==> src/rtl/mem_trace_buffer.sv <==
// Captures qualified CPU data-memory accesses into a first-word-fall-through trace FIFO drained over valid/ready.
// Supports arm/trigger/stop control, address-window filtering, optional read capture and stop-on-full or wrap overflow.
module mem_trace_buffer #(
   parameter int ADDR_W        = 15,
   parameter int DATA_W        = 16,
   parameter int TS_W          = 32,
   parameter int DEPTH         = 16,
   parameter int CAPTURE_READS = 0,
   parameter int WRAP_MODE     = 0
) (
   input  logic                     Clk,
   input  logic                     Reset,
   input  logic                     we,
   input  logic                     re,
   input  logic [ADDR_W-1:0]        ram_address,
   input  logic [DATA_W-1:0]        cpu_out_m,
   input  logic [DATA_W-1:0]        ram_rdata,
   input  logic                     arm,
   input  logic                     stop,
   input  logic                     trig_en,
   input  logic [ADDR_W-1:0]        trig_addr,
   input  logic [ADDR_W-1:0]        win_lo,
   input  logic [ADDR_W-1:0]        win_hi,
   output logic                     trc_valid,
   input  logic                     trc_ready,
   output logic                     trc_rw,
   output logic [TS_W-1:0]          trc_time,
   output logic [ADDR_W-1:0]        trc_addr,
   output logic [DATA_W-1:0]        trc_data,
   output logic [$clog2(DEPTH):0]   count,
   output logic                     overflow,
   output logic [15:0]              drop_count,
   output logic [1:0]               state
);

   localparam int PTR_W = $clog2(DEPTH);
   localparam int CNT_W = PTR_W + 1;

   typedef enum logic [1:0] {
      S_IDLE    = 2'd0,
      S_ARMED   = 2'd1,
      S_CAPTURE = 2'd2,
      S_DONE    = 2'd3
   } state_t;

   typedef struct packed {
      logic              rw;
      logic [TS_W-1:0]   ts;
      logic [ADDR_W-1:0] addr;
      logic [DATA_W-1:0] data;
   } entry_t;

   entry_t            mem_q [DEPTH];
   entry_t            new_entry;
   entry_t            head;
   state_t            state_q, state_d;
   logic [PTR_W-1:0]  wr_ptr_q, wr_ptr_d;
   logic [PTR_W-1:0]  rd_ptr_q, rd_ptr_d;
   logic [CNT_W-1:0]  count_q, count_d;
   logic              overflow_q, overflow_d;
   logic [15:0]       drop_q, drop_d;
   logic [TS_W-1:0]   ts_q;
   logic              access, qual, push, flush, pop, full, wr_en;

   // A simultaneous write and read strobe is recorded as a single write.
   always_comb begin
      access    = we | ((CAPTURE_READS != 0) & re & ~we);
      qual      = access && (ram_address >= win_lo) && (ram_address <= win_hi);
      new_entry = '{rw: we, ts: ts_q, addr: ram_address, data: (we ? cpu_out_m : ram_rdata)};
      full      = (count_q == CNT_W'(DEPTH));
   end

   always_comb begin
      state_d    = state_q;
      push       = 1'b0;
      flush      = 1'b0;
      wr_en      = 1'b0;
      wr_ptr_d   = wr_ptr_q;
      rd_ptr_d   = rd_ptr_q;
      count_d    = count_q;
      overflow_d = overflow_q;
      drop_d     = drop_q;

      case (state_q)
         S_IDLE, S_DONE: begin
            if (arm) begin
               state_d = S_ARMED;
               flush   = 1'b1;
            end
         end
         S_ARMED: begin
            if (stop) begin
               state_d = S_DONE;
            end else if (!trig_en) begin
               state_d = S_CAPTURE;
            end else if (access && (ram_address == trig_addr)) begin
               // The trigger access itself is recorded if it lies in the window.
               state_d = S_CAPTURE;
               push    = qual;
            end
         end
         S_CAPTURE: begin
            if (stop) state_d = S_DONE;
            else      push    = qual;
         end
         default: state_d = S_IDLE;
      endcase

      pop = (count_q != '0) & trc_ready & ~flush;

      if (flush) begin
         wr_ptr_d   = '0;
         rd_ptr_d   = '0;
         count_d    = '0;
         overflow_d = 1'b0;
         drop_d     = '0;
      end else begin
         if (pop) rd_ptr_d = rd_ptr_q + PTR_W'(1);
         if (push) begin
            if (!full || pop) begin
               wr_en    = 1'b1;
               wr_ptr_d = wr_ptr_q + PTR_W'(1);
            end else begin
               overflow_d = 1'b1;
               if (drop_q != 16'hFFFF) drop_d = drop_q + 16'd1;
               if (WRAP_MODE != 0) begin
                  // Overwrite the oldest entry; occupancy stays at DEPTH.
                  wr_en    = 1'b1;
                  wr_ptr_d = wr_ptr_q + PTR_W'(1);
                  rd_ptr_d = rd_ptr_q + PTR_W'(1);
               end else begin
                  state_d = S_DONE;
               end
            end
         end
         if (wr_en && !pop && !full)  count_d = count_q + CNT_W'(1);
         else if (pop && !wr_en)      count_d = count_q - CNT_W'(1);
      end
   end

   always_ff @(posedge Clk) begin
      if (Reset) begin
         state_q    <= S_IDLE;
         wr_ptr_q   <= '0;
         rd_ptr_q   <= '0;
         count_q    <= '0;
         overflow_q <= 1'b0;
         drop_q     <= '0;
         ts_q       <= '0;
      end else begin
         state_q    <= state_d;
         wr_ptr_q   <= wr_ptr_d;
         rd_ptr_q   <= rd_ptr_d;
         count_q    <= count_d;
         overflow_q <= overflow_d;
         drop_q     <= drop_d;
         ts_q       <= ts_q + TS_W'(1);
      end
   end

   // Storage needs no reset: unoccupied slots are masked by trc_valid.
   always_ff @(posedge Clk) begin
      if (wr_en) mem_q[wr_ptr_q] <= new_entry;
   end

   always_comb begin
      head       = mem_q[rd_ptr_q];
      trc_valid  = (count_q != '0);
      trc_rw     = trc_valid & head.rw;
      trc_time   = trc_valid ? head.ts   : '0;
      trc_addr   = trc_valid ? head.addr : '0;
      trc_data   = trc_valid ? head.data : '0;
      count      = count_q;
      overflow   = overflow_q;
      drop_count = drop_q;
      state      = state_q;
   end

endmodule

==> config.mk <==
export PLATFORM = sky130hd
export DESIGN_NAME = mem_trace_buffer
export DESIGN_NICKNAME = d
export VERILOG_FILES = /design/src/rtl/mem_trace_buffer.sv
export SDC_FILE = /design/constraint.sdc
export NUM_CORES = 1
export LEC_CHECK = 0
export ABC_AREA = 0
export BUFFER_PORTS_ARGS = -buffer_cell sky130_fd_sc_hd__buf_2
export CAP_MARGIN = 25
export CORE_ASPECT_RATIO = 1.75
export CORE_UTILIZATION = 60
export DETAILED_ROUTE_END_ITERATION = 8
export PLACE_DENSITY = 0.89
export SYNTH_ARGS = -nofsm -noshare
export SYNTH_HDL_FRONTEND = slang
export SYNTH_SLANG_ARGS = --single-unit
export TNS_END_PERCENT = 30
==> constraint.sdc <==
create_clock -name Clk -period 15 [get_ports Clk]
set_clock_uncertainty 0.05 [all_clocks]
set_input_delay 0.75 -clock Clk [delete_from_list [all_inputs] [get_ports Clk]]
set_output_delay 0.75 -clock Clk [all_outputs]
set_load 0.02 [all_outputs]
# [Word-level counts from Yosys, hierarchy flattened]
# Memories as Yosys holds them, arrays and structs flattened. A register that Yosys moved wholly into a read port is not among the register bits.
# Index checks and enable logic that the tools add are counted.
[op_classes] n_mux=30 bitwise_logic=5 magnitude_cmp=2 add_sub_neg=6 eq_ne=6 n_reduce_logical=18
[op_table] operator="adder 32 x 1 -> 32 bit (second input constant)" count=1
[op_table] operator="2-to-1 mux 16 bit" count=2
[op_table] operator="2-to-1 mux 32 bit" count=1
[op_table] operator="adder 16 x 1 -> 16 bit (second input constant)" count=1
[op_table] operator="2-to-1 mux 2 bit" count=8
[op_table] operator="inequality test 16 bit (second input constant)" count=1
[op_table] operator="== test 15 bit" count=1
[op_table] operator="greater-or-equal comparator 15 bit" count=1
[op_table] operator="less-or-equal comparator 15 bit" count=1
[op_table] operator="2-to-1 mux 15 bit" count=1
[op_table] operator="2-to-1 mux 1 bit" count=12
[op_table] operator="2-to-1 mux 5 bit" count=2
[op_table] operator="adder 4 x 1 -> 4 bit (second input constant)" count=2
[op_table] operator="2-to-1 mux 4 bit" count=2
[op_table] operator="logical AND 1 bit" count=6
[op_table] operator="case mux 2 bit (3 select lines)" count=1
[op_table] operator="adder 5 x 1 -> 5 bit (second input constant)" count=1
[op_table] operator="== test 5 bit (second input constant)" count=1
[op_table] operator="nonzero test 5 bit" count=1
[op_table] operator="subtractor 5 x 1 -> 5 bit (second input constant)" count=1
[op_table] operator="== test 2 bit (second input constant)" count=2
[op_table] operator="AND reduction 2 bit" count=2
[op_table] operator="OR reduction 2 bit" count=2
[op_table] operator="bitwise AND 1 bit" count=3
[op_table] operator="other kinds (8)" count=11
[word_totals] out_inout_bits=89 word_cells=75 mem_bits_rw=1024 in_bits=100 ff_bits=64 n_memories=1
[mem_list] memory="mem_q" words=16 word_bits=64 rd=1 rd_ports_with_merged_regs=1 wr=1 line="53" rtl="entry_t mem_q [DEPTH];"

# [Longest topological paths before layout]
[depth] depth_word=13 depth_mapped=15

# [Worst setup path before layout]
# Ideal clock, no wire load.
[synth_timing] path_type="in2reg" startpoint="input trig_addr[9]" endpoint="memory mem_q[3][0] in the netlist's numbering (enable)" cell_stages=7 t_arrival_ps=6938 required_time_ps=14386 slack_ps=7448 n_path_buf=0 cell_sequence="xnor2_1 nand4_1 or4_4 o21a_1 nor4_2 nand2_1 nor3_1"
[synth_via] elab_chain_cells=11
[synth_lines] item="start, declared" line="21" rtl="input logic [ADDR_W-1:0] trig_addr,"
[synth_lines] item="== test 15 bit" line="96" rtl="end else if (access && (ram_address == trig_addr)) begin"
[synth_lines] item="logical AND 1 bit" line="96"
[synth_lines] item="2-to-1 mux 1 bit" line="96"
[synth_lines] item="2-to-1 mux 1 bit" line="94" rtl="end else if (!trig_en) begin"
[synth_lines] item="2-to-1 mux 1 bit" line="92" rtl="if (stop) begin"
[synth_lines] item="case mux 1 bit (2 select lines)" line="84" rtl="case (state_q)"
[synth_lines] item="2-to-1 mux 1 bit" line="119" rtl="if (push) begin"
[synth_lines] item="2-to-1 mux 1 bit (2 in series)" line="111" rtl="if (flush) begin"
[synth_lines] item="2-to-1 mux 1 bit" line="163" rtl="if (wr_en) mem_q[wr_ptr_q] <= new_entry;"
[synth_lines] item="2-to-1 mux 1 bit (not written as such)" line="163"
[synth_lines] item="end, declared" line="53"
# No other way between the ends. The select of a mux whose other input is x is not followed.

==> summary.md <==
| Metric | Value |
|---|---|
| Critical path's top delay family | `buffers and inverters` |
| Worst R2R Path Depth | `9` |
| IO Count | `189` |
| Non-Filler Instances | `3231` |
| WP data required | `14.20 ns` |
| Hold_sp | `overflow` |
| Die X | `204 um` |
| Slew HR | `24.5%` |
| Area Overhead vs Synth | `12.5%` |
| RD Place Congestion | `0.825` |
| Pins Over Slew Limit | `0` |
| Worst-path clk slew | `0.07 ns` |
| Core area | `0.0709 sq mm` |
| Die H | `356 um` |
| CTS H-Tree Depth | `3` |
| Finish-stage setup viols | `0` |
| Critical-path top delay cell | `dfxtp_4` |
| Hold/Removal Path Class | `reg -> reg` |
| N_diodes | `0` |
| Cts repair resizes | `0` |
| Total GRT Usage | `30.6%` |
| Initial Util | `60.7%` |
| Setup TNS | `0 ns` |
| LEAKAGE | `15.5 nW` |
| Status | `finished, final reports clean` |
| Netlist cell types | `50` |
| EDFF count, synth | `1024` |
| DRC | `0` |
| Fin. Hold Viols | `0` |
| CTS Sinks | `1092` |
| Fin crit period | `5.57 ns` |
| IO Port Bufs | `187` |
| Least-Margin Pin Slew | `1.13 ns` |
| Crit-path cells | `buf_4 -> buf_4 -> mux4_2 -> mux4_2 -> and2_1 -> buf_2` |
| CTS Hold Buffers Added | `0` |
| Ys flop type | `edfxtp_1` |
| DR iter-0 viols | `2967` |
| FFs w/ async S/R, synth | `0%` |
| Layout cells sized above 1 | `31.8%` |
| Syn nets | `2154` |
| Max_cap viols | `0` |
| Fillers | `4012` |
| Post-CTS Setup Repair Bufs | `0` |
| WP data arrival | `4.77 ns` |
| Final Cycle Share | `37.1%` |
| Synth Area per Inst | `21.4 sq um` |
| Area contributors post-synth | `edfxtp_1 72%, mux4_2 17%, dfxtp_1 3.2%` |
| R2R Path Start | `state[0]` |
| Detailed Place HPWL | `54500 um` |
| Worst r2r dst | `mem_q[7][60]` |
| CTS buffer count | `92` |
| Crit-path max cell delay | `0.96 ns` |
| Routed len/inst | `33.6 um` |
| Vias in the first global route | `23400` |
| Via-to-Cell Ratio | `6.88` |
| Worst setup SP type | `register` |
| Placed cell area | `0.0452 sq mm` |
| RSZ-0062 raised after global routing | `no` |
| #FFs+latches synth | `1092` |
| Max Buffers Root-to-Sink | `3` |
| Cell count after synthesis | `2011` |
| Latest clock arrival within the worst-skew pair | `0.66 ns` |
| Crit Path Class | `reg -> out` |
| Initial antenna violation count | `4` |
| Seq/Total Area, Yosys | `74.7%` |
| Most common cell after layout, fill and taps aside | `edfxtp_1` |
| Worst hold stages | `2` |
| Hold worst-path end | `overflow` |
| DRT Pass-1 Iters | `6` |
| Dpl cells | `3056` |
| Post-route ant nets | `0` |
| Peak supply drop | `0.0894 mV` |
| Multi-input combinational cell area | `0.0105 sq mm` |
| Synth warn | `0` |
| Sequential cell area | `0.0321 sq mm` |
| Fmax | `180 MHz` |
| DR vias | `22200` |
| Post-route cell area | `0.0484 sq mm` |
| Synthesized cell area | `0.0430 sq mm` |
| Total gr overflow | `0` |
| Worst setup EP type | `output port` |
| R2R setup slack | `10.17 ns` |
| Root Buffer | `clkbuf_16` |
| Rows | `129` |
| CP bufs+invs | `3` |
| Largest net degree at the start of global routing | `114` |
| Nets@finish | `2379` |
| Crit Path Max Fanout | `66` |
| Routed wire length | `109000 um` |
| Area leader, netlist | `edfxtp_1` |
| Pwr/cell area | `125 mW/mm^2` |
| Most frequent cells in the layout | `1024 x edfxtp_1, 320 x mux4_2, 188 x buf_2, 94 x clkbuf_16, 66 x and2_1` |
| CTS tree | `done` |
| DIE AREA | `0.0728 sq mm` |
| Yosys top cell area share | `71.5%` |
| Global-route wire length before repair | `156000 um` |
[how the worst max path moves through the flow]
stage	startpoint	end	slack [ns]	cells after the start
2_1_floorplan	trig_addr[9]	mem_q[3][0]	7.45	7
3_3_place_gp	ram_address[0]	mem_q[14][5]	9.22	11
3_5_place_dp	we	mem_q[7][57]	9.32	9
4_1_cts	register	trc_addr[12]	9.15	6
5_1_grt	register	trc_addr[12]	9.14	7
6_report	register	trc_time[0]	9.43	6
[cell type report]
cell class | count | area share, %
repair buffers | 226 | 2.77
flip-flops and latches | 1092 | 66.4
multi-input cells | 784 | 21.6
clock buffers | 113 | 5.07
inverters | 40 | 0.310
clock inverters | 59 | 1.41
well taps | 917 | 2.37
[routing by layer]
layer | global-route usage [%] | part of all wire (%) | vias to the layer above
met5 | 0 | 0.040 | -
met4 | 14.8 | 4.7 | 6
met3 | 5.53 | 9.9 | 341
met2 | 53.1 | 53 | 1718
met1 | 36.9 | 33 | 11400
li1 | - | - | 8772
[power by group]
part           total [W]  switching, W  internal [W]
clock            0.00251       0.00110       0.00141
sequential       0.00332    0.00000874       0.00331
combinational   0.000211      0.000130     0.0000804
[stage by stage]
stage	hold WS [ns]	utilization (%)	power (W)	setup WS [ns]
after floorplan	0.435	-	0.00352	7.45
after global routing	0.443	68.3	0.00618	9.14
after CTS	0.424	68.2	0.00606	9.15
after global placement	0.412	63.6	0.00358	9.22
final	0.416	68.3	0.00605	9.43
after detailed placement	0.406	63.8	0.00360	9.32
[logic make-up after synthesis]
family / synth area share (%)
flops: 74.7
mux: 17.3
simple gates: 3.37
buf+inv: 1.20
compound gates: 1.18
xor+xnor: 0.958
fa+ha+maj: 1.27
[registers in the layout, indices dropped and copies added, names as in the netlist, named ones only]
signal,flops
mem_q,1024
ts_q,32
drop_count,16
count,5
rd_ptr_q,4
wr_ptr_q,4
state,2
overflow,1
[Yosys cell counts (all sizes together) (10+ instances only)]
cell type,count
edfxtp,1024
mux4,320
dfxtp,68
and2,66
clkbuf,65
nor2,62
ha,42
nand2,41
inv,40
a21oi,33
buf,30
xnor2,24
nand3,23
xor2,23
o21ai,19
mux2,16
nand4,16
or3,15
nor3,11
or4,10
[tightest hold or removal path, cell delays in order (launching register included)]
cell	delay, ns
dfxtp_1	0.33
a21oi_1	0.04
nor2_1	0.07
Note: power is estimated with default switching activity, not from simulation.
